[config.mk]
export PLATFORM = sky130hd
export DESIGN_NAME = led_matrix_scan
export DESIGN_NICKNAME = d
export VERILOG_FILES = /design/src/rtl/led_matrix_scan.sv
export SDC_FILE = /design/constraint.sdc
export NUM_CORES = 1
export LEC_CHECK = 0
export BUFFER_PORTS_ARGS = -buffer_cell sky130_fd_sc_hd__buf_2
export CORE_MARGIN = 4
export CORE_UTILIZATION = 35
export CTS_BUF_LIST = sky130_fd_sc_hd__clkbuf_2 sky130_fd_sc_hd__clkbuf_4 sky130_fd_sc_hd__clkbuf_8
export DETAILED_ROUTE_END_ITERATION = 10
export PLACE_DENSITY = 0.6
export SYNTH_ARGS = -nofsm -noshare
export SYNTH_HDL_FRONTEND = slang
export SYNTH_SLANG_ARGS = --single-unit
[constraint.sdc]
create_clock -name clk -period 13.49 [get_ports clk]
set_input_delay 1.349 -clock clk [delete_from_list [all_inputs] [get_ports clk]]
set_output_delay 1.349 -clock clk [all_outputs]
set_load 0.01 [all_outputs]
[src/rtl/led_matrix_scan.sv]
// led_matrix_scan: 4x4 LED matrix row scanner with 16-slot PWM and tear-free double buffering
module led_matrix_scan #(
  parameter int SLOT_CYCLES  = 750,
  parameter int BLANK_CYCLES = 64
) (
  input  logic        clk,
  input  logic        rst,
  input  logic        enable,
  input  logic [63:0] frame_data,
  input  logic        frame_valid,
  output logic        frame_ready,
  output logic [3:0]  aled,
  output logic [3:0]  kled_tri,
  output logic        frame_start
);
  localparam int MAXC = SLOT_CYCLES > BLANK_CYCLES ? SLOT_CYCLES : BLANK_CYCLES;
  localparam int CW   = MAXC > 1 ? $clog2(MAXC) : 1;
  typedef enum logic [1:0] {IDLE, BLANK, SHOW} state_t;
  state_t          r_state;
  logic [1:0]      r_row;
  logic [3:0]      r_slot;
  logic [CW-1:0]   r_cnt;
  logic [63:0]     r_active;
  logic [63:0]     r_pending;
  logic            r_full;
  logic            w_blank_end;
  logic            w_slot_end;
  logic            w_row_end;
  logic            w_boundary;
  logic [15:0]     w_row_lv;
  logic [3:0]      w_next_slot;
  logic [3:0]      w_kled_nx;
  assign w_blank_end = r_cnt == CW'(BLANK_CYCLES - 1);
  assign w_slot_end  = r_cnt == CW'(SLOT_CYCLES - 1);
  assign w_row_end   = r_state == SHOW && w_slot_end && &r_slot;
  // A frame boundary is any entry into row-0 blanking, from idle or after row 3.
  assign w_boundary  = enable && (r_state == IDLE || (w_row_end && &r_row));
  assign frame_ready = !r_full;
  // Column enables for the slot about to be shown in the current row.
  always_comb begin
    w_row_lv    = r_active[{r_row, 4'b0000} +: 16];
    w_next_slot = r_state == SHOW ? r_slot + 4'd1 : 4'd0;
    for (int c = 0; c < 4; c++) w_kled_nx[c] = w_next_slot < w_row_lv[4*c +: 4];
  end
  // Pending/active buffers: swap only on a boundary, otherwise accept into pending.
  always_ff @(posedge clk or posedge rst) begin
    if (rst) begin
      r_active  <= '0;
      r_pending <= '0;
      r_full    <= 1'b0;
    end else if (w_boundary && r_full) begin
      r_active <= r_pending;
      r_full   <= 1'b0;
    end else if (frame_valid && !r_full) begin
      r_pending <= frame_data;
      r_full    <= 1'b1;
    end
  end
  // Scan FSM with outputs registered alongside the state they belong to.
  always_ff @(posedge clk or posedge rst) begin
    if (rst) begin
      r_state     <= IDLE;
      r_row       <= '0;
      r_slot      <= '0;
      r_cnt       <= '0;
      aled        <= '0;
      kled_tri    <= '0;
      frame_start <= 1'b0;
    end else begin
      frame_start <= 1'b0;
      if (!enable) begin
        r_state  <= IDLE;
        r_row    <= '0;
        r_slot   <= '0;
        r_cnt    <= '0;
        aled     <= '0;
        kled_tri <= '0;
      end else begin
        case (r_state)
          IDLE: begin
            r_state     <= BLANK;
            r_row       <= '0;
            r_cnt       <= '0;
            frame_start <= 1'b1;
          end
          BLANK: begin
            if (w_blank_end) begin
              r_state  <= SHOW;
              r_slot   <= '0;
              r_cnt    <= '0;
              aled     <= 4'b0001 << r_row;
              kled_tri <= w_kled_nx;
            end else begin
              r_cnt <= r_cnt + 1'b1;
            end
          end
          SHOW: begin
            if (!w_slot_end) begin
              r_cnt <= r_cnt + 1'b1;
            end else begin
              r_cnt <= '0;
              if (&r_slot) begin
                r_state     <= BLANK;
                r_row       <= r_row + 2'd1;
                aled        <= '0;
                kled_tri    <= '0;
                frame_start <= &r_row;
              end else begin
                r_slot   <= r_slot + 4'd1;
                kled_tri <= w_kled_nx;
              end
            end
          end
          default: r_state <= IDLE;
        endcase
      end
    end
  end
endmodule

==> results.json, run 1 <==
{
  "totalWireLength_um": 14300,
  "n_fill_cell": 1903,
  "cts_inserted_buffers": 17,
  "timing.max_slew.rel_slack": 0.300,
  "endpoint": "r_active[6]$_DFFE_PP0P_",
  "drcViolationCount": 0,
  "final-setup-viol-count": 0,
  "placedCellCount": 847,
  "viasPerCell": 4.91,
  "post-synth-top-count-cell": "sky130_fd_sc_hd__dfrtp_1",
  "synth.cell_area_um2": 7070,
  "synthCells": 525,
  "finalHoldViolCount": 0,
  "synthToLayoutAreaGrowth_pct": 13.9,
  "maximum_clock_frequency_ghz": 0.353,
  "synth_top_area_frac": 0.552,
  "fin_skew_ns": 0.00985,
  "placer_congestion_estimate": 0.778,
  "postSynth.topFlopCell": "sky130_fd_sc_hd__dfrtp_1",
  "detail_route.wl_per_cell_um": 16.3,
  "postSynthAreaPerCell_um2": 13.5,
  "placeableCoreArea_um2": 19700,
  "drive_gt1_frac": 0.426,
  "grt_pass1_vias": 4631,
  "n_antenna_cell": 0,
  "buffer_ports.inserted": 77,
  "r2r_cells": 6,
  "synth_register_bits": 156,
  "core.rowCount": 51,
  "fp.dieArea_um2": 22500,
  "clock_path_buffers": 2,
  "grt_first_pass_wirelength_um": 23800,
  "peakVddDrop_mv": 0.0936,
  "ctsHtreeMaxLevel": 4,
  "clk-insertion-delay-late_ns": 0.44,
  "synth_common_cells": "sky130_fd_sc_hd__dfrtp_1 (156), sky130_fd_sc_hd__mux2_2 (128), sky130_fd_sc_hd__o21ai_0 (28)",
  "die_width_um": 150,
  "rsz0062_at_grt": "false",
  "power_per_cell_area_nw_per_um2": 204,
  "post_cts_buffers": 0,
  "postSynthNetCount": 616,
  "worst_ep_arrival_time_ns": 3.15,
  "tritoncts_num_sinks": 156,
  "postSynth.asyncResetShare": 1.00,
  "grt_antenna_before_repair": 0,
  "final_period_util": 0.210,
  "hp-class": "flop to flop",
  "drt_pass1_iterations": 4,
  "initial_core_util": 0.360,
  "fin_area_um2": 8050,
  "synth.yosys.warnings": 0,
  "rr_startpoint": "r_state[0]$_DFFE_PP0P_",
  "cts_hold_repair.buffers": 0,
  "worst_max_slew_pin_slew_ns": 1.05,
  "post_dp_cell_area_um2": 7700,
  "gr-total-overflow": 0,
  "maxCapViolCount": 0,
  "final_nets": 692,
  "regToRegEndpoint": "r_active[6]$_DFFE_PP0P_",
  "grt_use_total": 0.135,
  "final.hold.worst_slack_ns": 0.489,
  "ff2ff_setup_slack_ns": 10.66,
  "seq_area_frac_synth": 0.552,
  "status": "complete, no violations",
  "synth.distinct_cells": 46,
  "final.setup.tns_ns": 0,
  "final-max-slew-violation-count": 0,
  "number_of_enable_flip_flop_cells_after_synthesis": 0,
  "finish.cell_count_without_fillers": 878,
  "maximum_fanout_count_along_the_critical_path": 65,
  "critPathLaunchType": "flop",
  "crit_path_end_kind": "flop",
  "cts_resized": 0,
  "top_level_ports": 78,
  "chipHeight_um": 150,
  "drt_iter0_markers": 271,
  "clock-root-buffer": "sky130_fd_sc_hd__clkbuf_8",
  "synth.largest_area_cell": "sky130_fd_sc_hd__dfrtp_1",
  "ant_nets_after_route": 0,
  "grt_max_degree": 84,
  "tritoncts_clock_tree": "done",
  "p_leak_uw": 0.00354,
  "vias": 4308,
  "critical_path_class": "flop to flop",
  "dp.final_hpwl_um": 10000,
  "synthTopCellsByArea": "sky130_fd_sc_hd__dfrtp_1 (55%), sky130_fd_sc_hd__mux2_2 (20%), sky130_fd_sc_hd__ha_1 (4.1%), sky130_fd_sc_hd__mux4_2 (3.8%), sky130_fd_sc_hd__o21ai_0 (2.0%)",
  "min_period_ns": 2.83,
  "clk_pin_slew_worst_paths_ns": 0.08,
  "critPathLaunch": "r_state[0]$_DFFE_PP0P_",
  "critical_path_required_ns": 13.81
}
worst min path at each step:
stage / end / cells after the start / start
6_report: kled_tri[3]$_DFFE_PP0P_ / 2 / kled_tri[3]$_DFFE_PP0P_
4_1_cts: kled_tri[3]$_DFFE_PP0P_ / 2 / kled_tri[3]$_DFFE_PP0P_
2_1_floorplan: r_pending[47]$_DFFE_PP0P_ / 1 / r_pending[47]$_DFFE_PP0P_
3_3_place_gp: kled_tri[3]$_DFFE_PP0P_ / 2 / kled_tri[3]$_DFFE_PP0P_
5_1_grt: r_active[33]$_DFFE_PP0P_ / 1 / r_pending[33]$_DFFE_PP0P_
3_5_place_dp: kled_tri[3]$_DFFE_PP0P_ / 2 / kled_tri[3]$_DFFE_PP0P_
cell type report:
type / instances / area [µm²] / share of cell area
clock inverter: 7 / 40.0 / 0.00497
multi-input combinational: 321 / 2960 / 0.367
tap: 265 / 332 / 0.0412
sequential: 156 / 3900 / 0.485
clock buffer: 24 / 312 / 0.0387
inverter: 24 / 95.1 / 0.0118
timing repair buffer: 81 / 415 / 0.0516
logic make-up (layout without fill, tap and decap cells):
logic type / after synthesis / in the layout / share of synthesized area
compound gates: 64 / 64 / 0.0575
flops: 156 / 156 / 0.552
buf+inv: 48 / 136 / 0.0320
xor+xnor: 5 / 5 / 0.00619
fa+ha+maj: 23 / 23 / 0.0407
mux: 148 / 148 / 0.253
simple gates: 81 / 81 / 0.0580
worst max-delay path, cell delays in order, from the launching register on:
cell	delay (ns)
sky130_fd_sc_hd__dfrtp_1	0.43
sky130_fd_sc_hd__inv_1	0.09
sky130_fd_sc_hd__ha_1	0.39
sky130_fd_sc_hd__nand3_1	0.13
sky130_fd_sc_hd__nor4_1	0.37
sky130_fd_sc_hd__o211a_4	0.80
sky130_fd_sc_hd__mux2_2	0.41
metal layers:
metal | track usage | up-vias | share of wire
met2 | 0.222 | 79 | 0.49
met1 | 0.175 | 2182 | 0.46
met5 | 0 | - | 0
met3 | 0.0334 | 17 | 0.033
li1 | - | 2030 | -
met4 | 0.0471 | 0 | 0.016
power breakdown:
part	total [µW]	internal, µW	switching (µW)
clock	311	150	160
sequential	799	683	116
combinational	532	307	225
cell usage in the layout, fill, tap and decap left out, types with 4 or more instances in the layout:
master                     count
sky130_fd_sc_hd__a211oi_1      4
sky130_fd_sc_hd__a21o_1        7
sky130_fd_sc_hd__buf_2        77
sky130_fd_sc_hd__buf_4         4
sky130_fd_sc_hd__clkbuf_8     21
sky130_fd_sc_hd__clkinv_2      5
sky130_fd_sc_hd__dfrtp_1     156
sky130_fd_sc_hd__ha_1         23
sky130_fd_sc_hd__inv_1        23
sky130_fd_sc_hd__mux2_2      128
sky130_fd_sc_hd__mux2i_1       8
sky130_fd_sc_hd__mux4_2       12
sky130_fd_sc_hd__nand2_1      27
sky130_fd_sc_hd__nand3_1      14
sky130_fd_sc_hd__nor2_1       15
sky130_fd_sc_hd__o21ai_0      28
sky130_fd_sc_hd__o22ai_1       7
through the flow:
stage               setup WS [ns]  utilization  total power (µW)
floorplan                    7.93            -              1210
global placement            10.46        0.392              1320
detailed placement          10.40        0.392              1350
CTS                         10.65        0.410              1670
global route                10.48        0.410              1760
finish                      10.66        0.410              1640
flip-flops by register name (all words and copies together), names as in the netlist:
name / count
r_active: 64
r_state: 2
r_full: 1
aled: 4
r_row: 2
r_cnt: 10
r_slot: 4
r_pending: 64
frame_start: 1
kled_tri: 4
No activity file was read; power rests on OpenSTA's default activity.
==> run 2, diff against run 1 <==
Clock period 13.49 ns to 2.8 ns, I/O delays scaled along.
==> run 2 against run 1 <==
Compared with the run above: first-iteration DRC count is 11% lower; cell area is 1.5% higher; maximum frequency is 17% higher; critical path depth is 3 higher; cell count is 0.80% higher; non-clock buffer count is 6 higher; clock skew is 0.0055 ns higher; power grew to 4.9 times the previous value; core utilization is 0.60 points higher; sequential share of layout area is 0.71 points lower; count of clock-buffer cells in the layout is 3 lower; largest cell class unchanged; highest routed layer unchanged.
==> results.json, run 2 (synthesis results as in run 1) <==
{
  "cts_hold_repair.buffers": 0,
  "drcViolationCount": 0,
  "clock-root-buffer": "sky130_fd_sc_hd__clkbuf_8",
  "clk-insertion-delay-late_ns": 0.46,
  "rsz0062_at_grt": "false",
  "crit_path_end_kind": "flop",
  "critical_path_class": "flop to flop",
  "critical_path_required_ns": 3.17,
  "final_nets": 698,
  "detail_route.wl_per_cell_um": 16.3,
  "buffer_ports.inserted": 77,
  "maximum_clock_frequency_ghz": 0.412,
  "worst_max_slew_pin_slew_ns": 0.881,
  "grt_antenna_before_repair": 0,
  "totalWireLength_um": 14400,
  "critPathLaunch": "r_state[0]$_DFFE_PP0P_",
  "hp-class": "input pin to asynchronous set/reset pin",
  "dp.final_hpwl_um": 10200,
  "power_uw": 8080,
  "status": "complete, no violations",
  "tritoncts_clock_tree": "done",
  "ff2ff_setup_slack_ns": 0.37,
  "grt_use_total": 0.138,
  "die_width_um": 150,
  "peakVddDrop_mv": 0.370,
  "critPathLaunchType": "flop",
  "grt_first_pass_wirelength_um": 24200,
  "rr_startpoint": "r_state[0]$_DFFE_PP0P_",
  "clock_path_buffers": 2,
  "tritoncts_num_sinks": 156,
  "n_antenna_cell": 0,
  "maxCapViolCount": 0,
  "final_common_cell": "sky130_fd_sc_hd__dfrtp_1",
  "n_fill_cell": 1896,
  "final-setup-viol-count": 0,
  "chipHeight_um": 150,
  "finalHoldViolCount": 0,
  "clk_pin_slew_worst_paths_ns": 0.08,
  "vias": 4374,
  "fp.dieArea_um2": 22500,
  "placer_congestion_estimate": 0.776,
  "post_cts_buffers": 0,
  "worst_ep_arrival_time_ns": 2.79,
  "placeableCoreArea_um2": 19700,
  "drt_iter0_markers": 240,
  "grt_pass1_vias": 4697,
  "r2r_cells": 9,
  "power_per_cell_area_nw_per_um2": 989,
  "timing.max_slew.rel_slack": 0.413,
  "cts_inserted_buffers": 17,
  "min_period_ns": 2.43,
  "viasPerCell": 4.94,
  "p_leak_uw": 0.00358,
  "synthToLayoutAreaGrowth_pct": 15.6,
  "most-common-layout-cells": "sky130_fd_sc_hd__dfrtp_1 (156), sky130_fd_sc_hd__mux2_2 (128), sky130_fd_sc_hd__buf_2 (77), sky130_fd_sc_hd__o21ai_0 (28), sky130_fd_sc_hd__nand2_1 (27)",
  "ant_nets_after_route": 0,
  "grt_max_degree": 157,
  "core.rowCount": 51,
  "endpoint": "kled_tri[0]$_DFFE_PP0P_",
  "drive_gt1_frac": 0.432,
  "maximum_fanout_count_along_the_critical_path": 8,
  "cts_resized": 0,
  "reg.largest.list": "r_active: 64 flops, r_pending: 64 flops, r_cnt: 10 flops",
  "final_period_util": 0.867,
  "top_level_ports": 78,
  "final-max-slew-violation-count": 0,
  "initial_core_util": 0.360,
  "drt_pass1_iterations": 5,
  "fin_skew_ns": 0.0153,
  "ctsHtreeMaxLevel": 4,
  "gr-total-overflow": 0,
  "regToRegEndpoint": "kled_tri[0]$_DFFE_PP0P_",
  "final.setup.tns_ns": 0
}
[run 2: cell types whose count changed in the layout (fill, tap and decap cells not counted), sizes merged]
cell and delta:
bufinv +1, clkinvlp +3, clkinv +1, clkbuf -3, inv -1, buf +6
[run 2: critical path, cell delays in order, from the launching register on]
cell	delay, ns
sky130_fd_sc_hd__dfrtp_1	0.42
sky130_fd_sc_hd__inv_1	0.11
sky130_fd_sc_hd__ha_1	0.18
sky130_fd_sc_hd__inv_1	0.14
sky130_fd_sc_hd__nor2_1	0.44
sky130_fd_sc_hd__ha_1	0.33
sky130_fd_sc_hd__a21o_1	0.18
sky130_fd_sc_hd__a211oi_1	0.22
sky130_fd_sc_hd__o21ai_0	0.15
sky130_fd_sc_hd__o21ai_0	0.17
[run 2: cell type report]
type	count	area, µm²	area share
well taps	265	332	0.0406
inverters	24	93.8	0.0115
repair buffers	87	510	0.0625
clock buffers	21	283	0.0346
flip-flops and latches	156	3900	0.478
clock inverters	11	93.8	0.0115
multi-input cells	321	2960	0.362
[run 2: stage by stage]
step	hold slack [ns]	utilization	worst slack [ns]	area (µm²)	std cells
2_1_floorplan	0.405	-	0.202	7070	525
3_3_place_gp	0.468	0.397	0.460	7790	853
3_5_place_dp	0.470	0.397	0.377	7790	853
4_1_cts	0.0187	0.416	0.336	8170	885
5_1_grt	0.0164	0.416	0.171	8170	885
6_report	0.0499	0.416	0.373	8170	885
[run 2: worst min path at each step]
stage	from	to	slack, ns	cells after the start
after floorplan	frame_valid	r_full$_DFFE_PP0P_	0.40	2
after global placement	kled_tri[3]$_DFFE_PP0P_	kled_tri[3]$_DFFE_PP0P_	0.47	2
after detailed placement	kled_tri[3]$_DFFE_PP0P_	kled_tri[3]$_DFFE_PP0P_	0.47	2
after CTS	frame_data[25]	r_pending[25]$_DFFE_PP0P_	0.02	2
after global routing	frame_data[31]	r_pending[31]$_DFFE_PP0P_	0.02	2
final	rst	r_pending[0]$_DFFE_PP0P_	0.05	3
[run 2: metal layers]
layer	up-vias	GRT usage	wire, µm
met4	0	0.0499	188
met2	91	0.225	7150
met1	2218	0.178	6460
met3	18	0.0358	618
li1	2047	-	-
met5	-	0	0
[run 2: power breakdown]
group          leakage [µW]  switching (µW)  total (µW)  internal [µW]
registers           0.00189             583        3870           3290
logic               0.00151            1090        2620           1530
clock network      0.000187             816        1590            775
==> run 3, diff against run 2 <==
Settings changed: PLACE_DENSITY 0.6 to 0.62.
Clock period 2.8 ns to 2.2 ns, I/O delays scaled along.
==> run 3 against run 2 <==
Compared with the run above: register-to-register slack worse by 0.34 ns; global-route usage is 0.70 points higher; critical endpoint is now r_active[63]$_DFFE_PP0P_; clock skew is 0.0016 ns lower.
==> results.json, run 3 (synthesis results as in run 1) <==
{
  "status": "complete, no violations",
  "die_width_um": 150,
  "detail_route.wl_per_cell_um": 16.9,
  "maximum_fanout_count_along_the_critical_path": 7,
  "n_fill_cell": 1763,
  "viasPerCell": 4.93,
  "worst_slack_at_placement_ns": -0.0215,
  "grt_pass1_vias": 5089,
  "final_nets": 792,
  "buffer_ports.inserted": 77,
  "clock-root-buffer": "sky130_fd_sc_hd__clkbuf_8",
  "reg.largest.list": "r_active: 64 flops, r_pending: 64 flops, r_cnt: 10 flops",
  "maximum_clock_frequency_ghz": 0.461,
  "synthToLayoutAreaGrowth_pct": 32.8,
  "placedCellCount": 866,
  "critical_path_required_ns": 2.53,
  "fin_skew_ns": 0.0137,
  "ctsHtreeMaxLevel": 4,
  "p_leak_uw": 0.00415,
  "clk_pin_slew_worst_paths_ns": 0.09,
  "gr-total-overflow": 0,
  "peakVddDrop_mv": 0.662,
  "fp.dieArea_um2": 22500,
  "drt_pass1_iterations": 4,
  "final-setup-viol-count": 0,
  "grt_antenna_before_repair": 0,
  "tritoncts_clock_tree": "done",
  "chipHeight_um": 150,
  "finish.cell_count_without_fillers": 978,
  "cts_inserted_buffers": 17,
  "clock_path_buffers": 2,
  "timing.max_slew.rel_slack": 0.411,
  "totalWireLength_um": 16600,
  "rsz0062_at_grt": "true",
  "final_period_util": 0.987,
  "initial_core_util": 0.360,
  "tritoncts_num_sinks": 156,
  "n_antenna_cell": 0,
  "ant_nets_after_route": 0,
  "hp-class": "input pin to flop",
  "final_common_cell": "sky130_fd_sc_hd__dfrtp_1",
  "top_level_ports": 78,
  "finalHoldViolCount": 0,
  "clk-insertion-delay-late_ns": 0.45,
  "worst_ep_arrival_time_ns": 2.50,
  "critical_path_class": "flop to flop",
  "vias": 4825,
  "crit_path_end_kind": "flop",
  "drive_gt1_frac": 0.439,
  "min_period_ns": 2.17,
  "dp.final_hpwl_um": 11000,
  "grt_max_degree": 65,
  "grt_use_total": 0.145,
  "drcViolationCount": 0,
  "final.hold.worst_slack_ns": 0.0251,
  "final.setup.tns_ns": 0,
  "maxCapViolCount": 0,
  "critPathLaunchType": "flop",
  "power_per_cell_area_nw_per_um2": 1220,
  "placeableCoreArea_um2": 19700,
  "final-max-slew-violation-count": 0,
  "most-common-layout-cells": "sky130_fd_sc_hd__dfrtp_1 (155), sky130_fd_sc_hd__mux2_2 (108), sky130_fd_sc_hd__buf_2 (77), sky130_fd_sc_hd__dlygate4sd3_1 (61), sky130_fd_sc_hd__nand2_1 (27)",
  "core.rowCount": 51,
  "fin_ws_ns": 0.0293,
  "worst_max_slew_pin_slew_ns": 0.874,
  "grt_first_pass_wirelength_um": 25700,
  "placer_congestion_estimate": 0.832,
  "drt_iter0_markers": 230
}
==> run 3: final cells by class <==
| type | count | area [µm²] | area share |
|---|---|---|---|
| tap | 265 | 332 | 0.0353 |
| clock inverter | 9 | 139 | 0.0148 |
| clock buffer | 22 | 278 | 0.0296 |
| multi-input combinational | 322 | 3100 | 0.331 |
| inverter | 24 | 93.8 | 0.00999 |
| timing repair buffer | 180 | 1540 | 0.164 |
| sequential | 156 | 3910 | 0.416 |
==> run 3: path summary, 6_finish.rpt <==
check	from	endpoint	slack, ns	cells past startpoint
max in group asynchronous	rst	r_pending[46]$_DFFE_PP0P_	1.12	4
setup reg to reg	r_slot[0]$_DFFE_PP0P_	r_active[63]$_DFFE_PP0P_	0.03	8
hold reg to reg	kled_tri[2]$_DFFE_PP0P_	kled_tri[2]$_DFFE_PP0P_	0.50	2
setup / recovery	r_slot[0]$_DFFE_PP0P_	r_active[63]$_DFFE_PP0P_	0.03	8
hold / removal	frame_data[37]	r_pending[37]$_DFFE_PP0P_	0.03	2
min in group asynchronous	rst	r_active[0]$_DFFE_PP0P_	0.47	3
==> run 3: per-layer routing <==
layer | up-vias | track usage | share of wire
met2 | 114 | 0.233 | 0.48
met3 | 29 | 0.0301 | 0.035
met4 | 0 | 0.0558 | 0.027
met1 | 2443 | 0.193 | 0.45
li1 | 2239 | - | -
met5 | - | 0 | 0
==> run 3: worst max-delay path: stages (launching register included) <==
cell	delay (ns)
sky130_fd_sc_hd__dfrtp_1	0.41
sky130_fd_sc_hd__ha_2	0.23
sky130_fd_sc_hd__and3_4	0.20
sky130_fd_sc_hd__nand3_2	0.08
sky130_fd_sc_hd__nor4_2	0.14
sky130_fd_sc_hd__buf_4	0.17
sky130_fd_sc_hd__o211a_4	0.29
sky130_fd_sc_hd__clkbuf_16	0.21
sky130_fd_sc_hd__mux2_2	0.33
==> run 3: power breakdown <==
| part | leakage (µW) | internal [µW] | switching, µW |
|---|---|---|---|
| Combinational | 0.00205 | 2520 | 1650 |
| Sequential | 0.00189 | 4190 | 802 |
| Clock | 0.000203 | 1200 | 1060 |
| Total | 0.00415 | 7910 | 3510 |
==> run 3: metrics by stage <==
step,power (µW),utilization,cell area [µm²]
after floorplan,7440,-,7090
after global placement,8300,0.405,7970
after detailed placement,8530,0.405,7970
after CTS,10900,0.458,8990
after global routing,12100,0.478,9390
final,11400,0.478,9390
==> run 3: repair_timing <==
item,4_1_cts,5_1_grt
resized for setup,1,41
hold buffers,61,0
hold endpoints to repair,83,0
cloned,0,9
pin swaps,0,2
endpoints found under the setup margin,3,71
buffers inserted,0,11
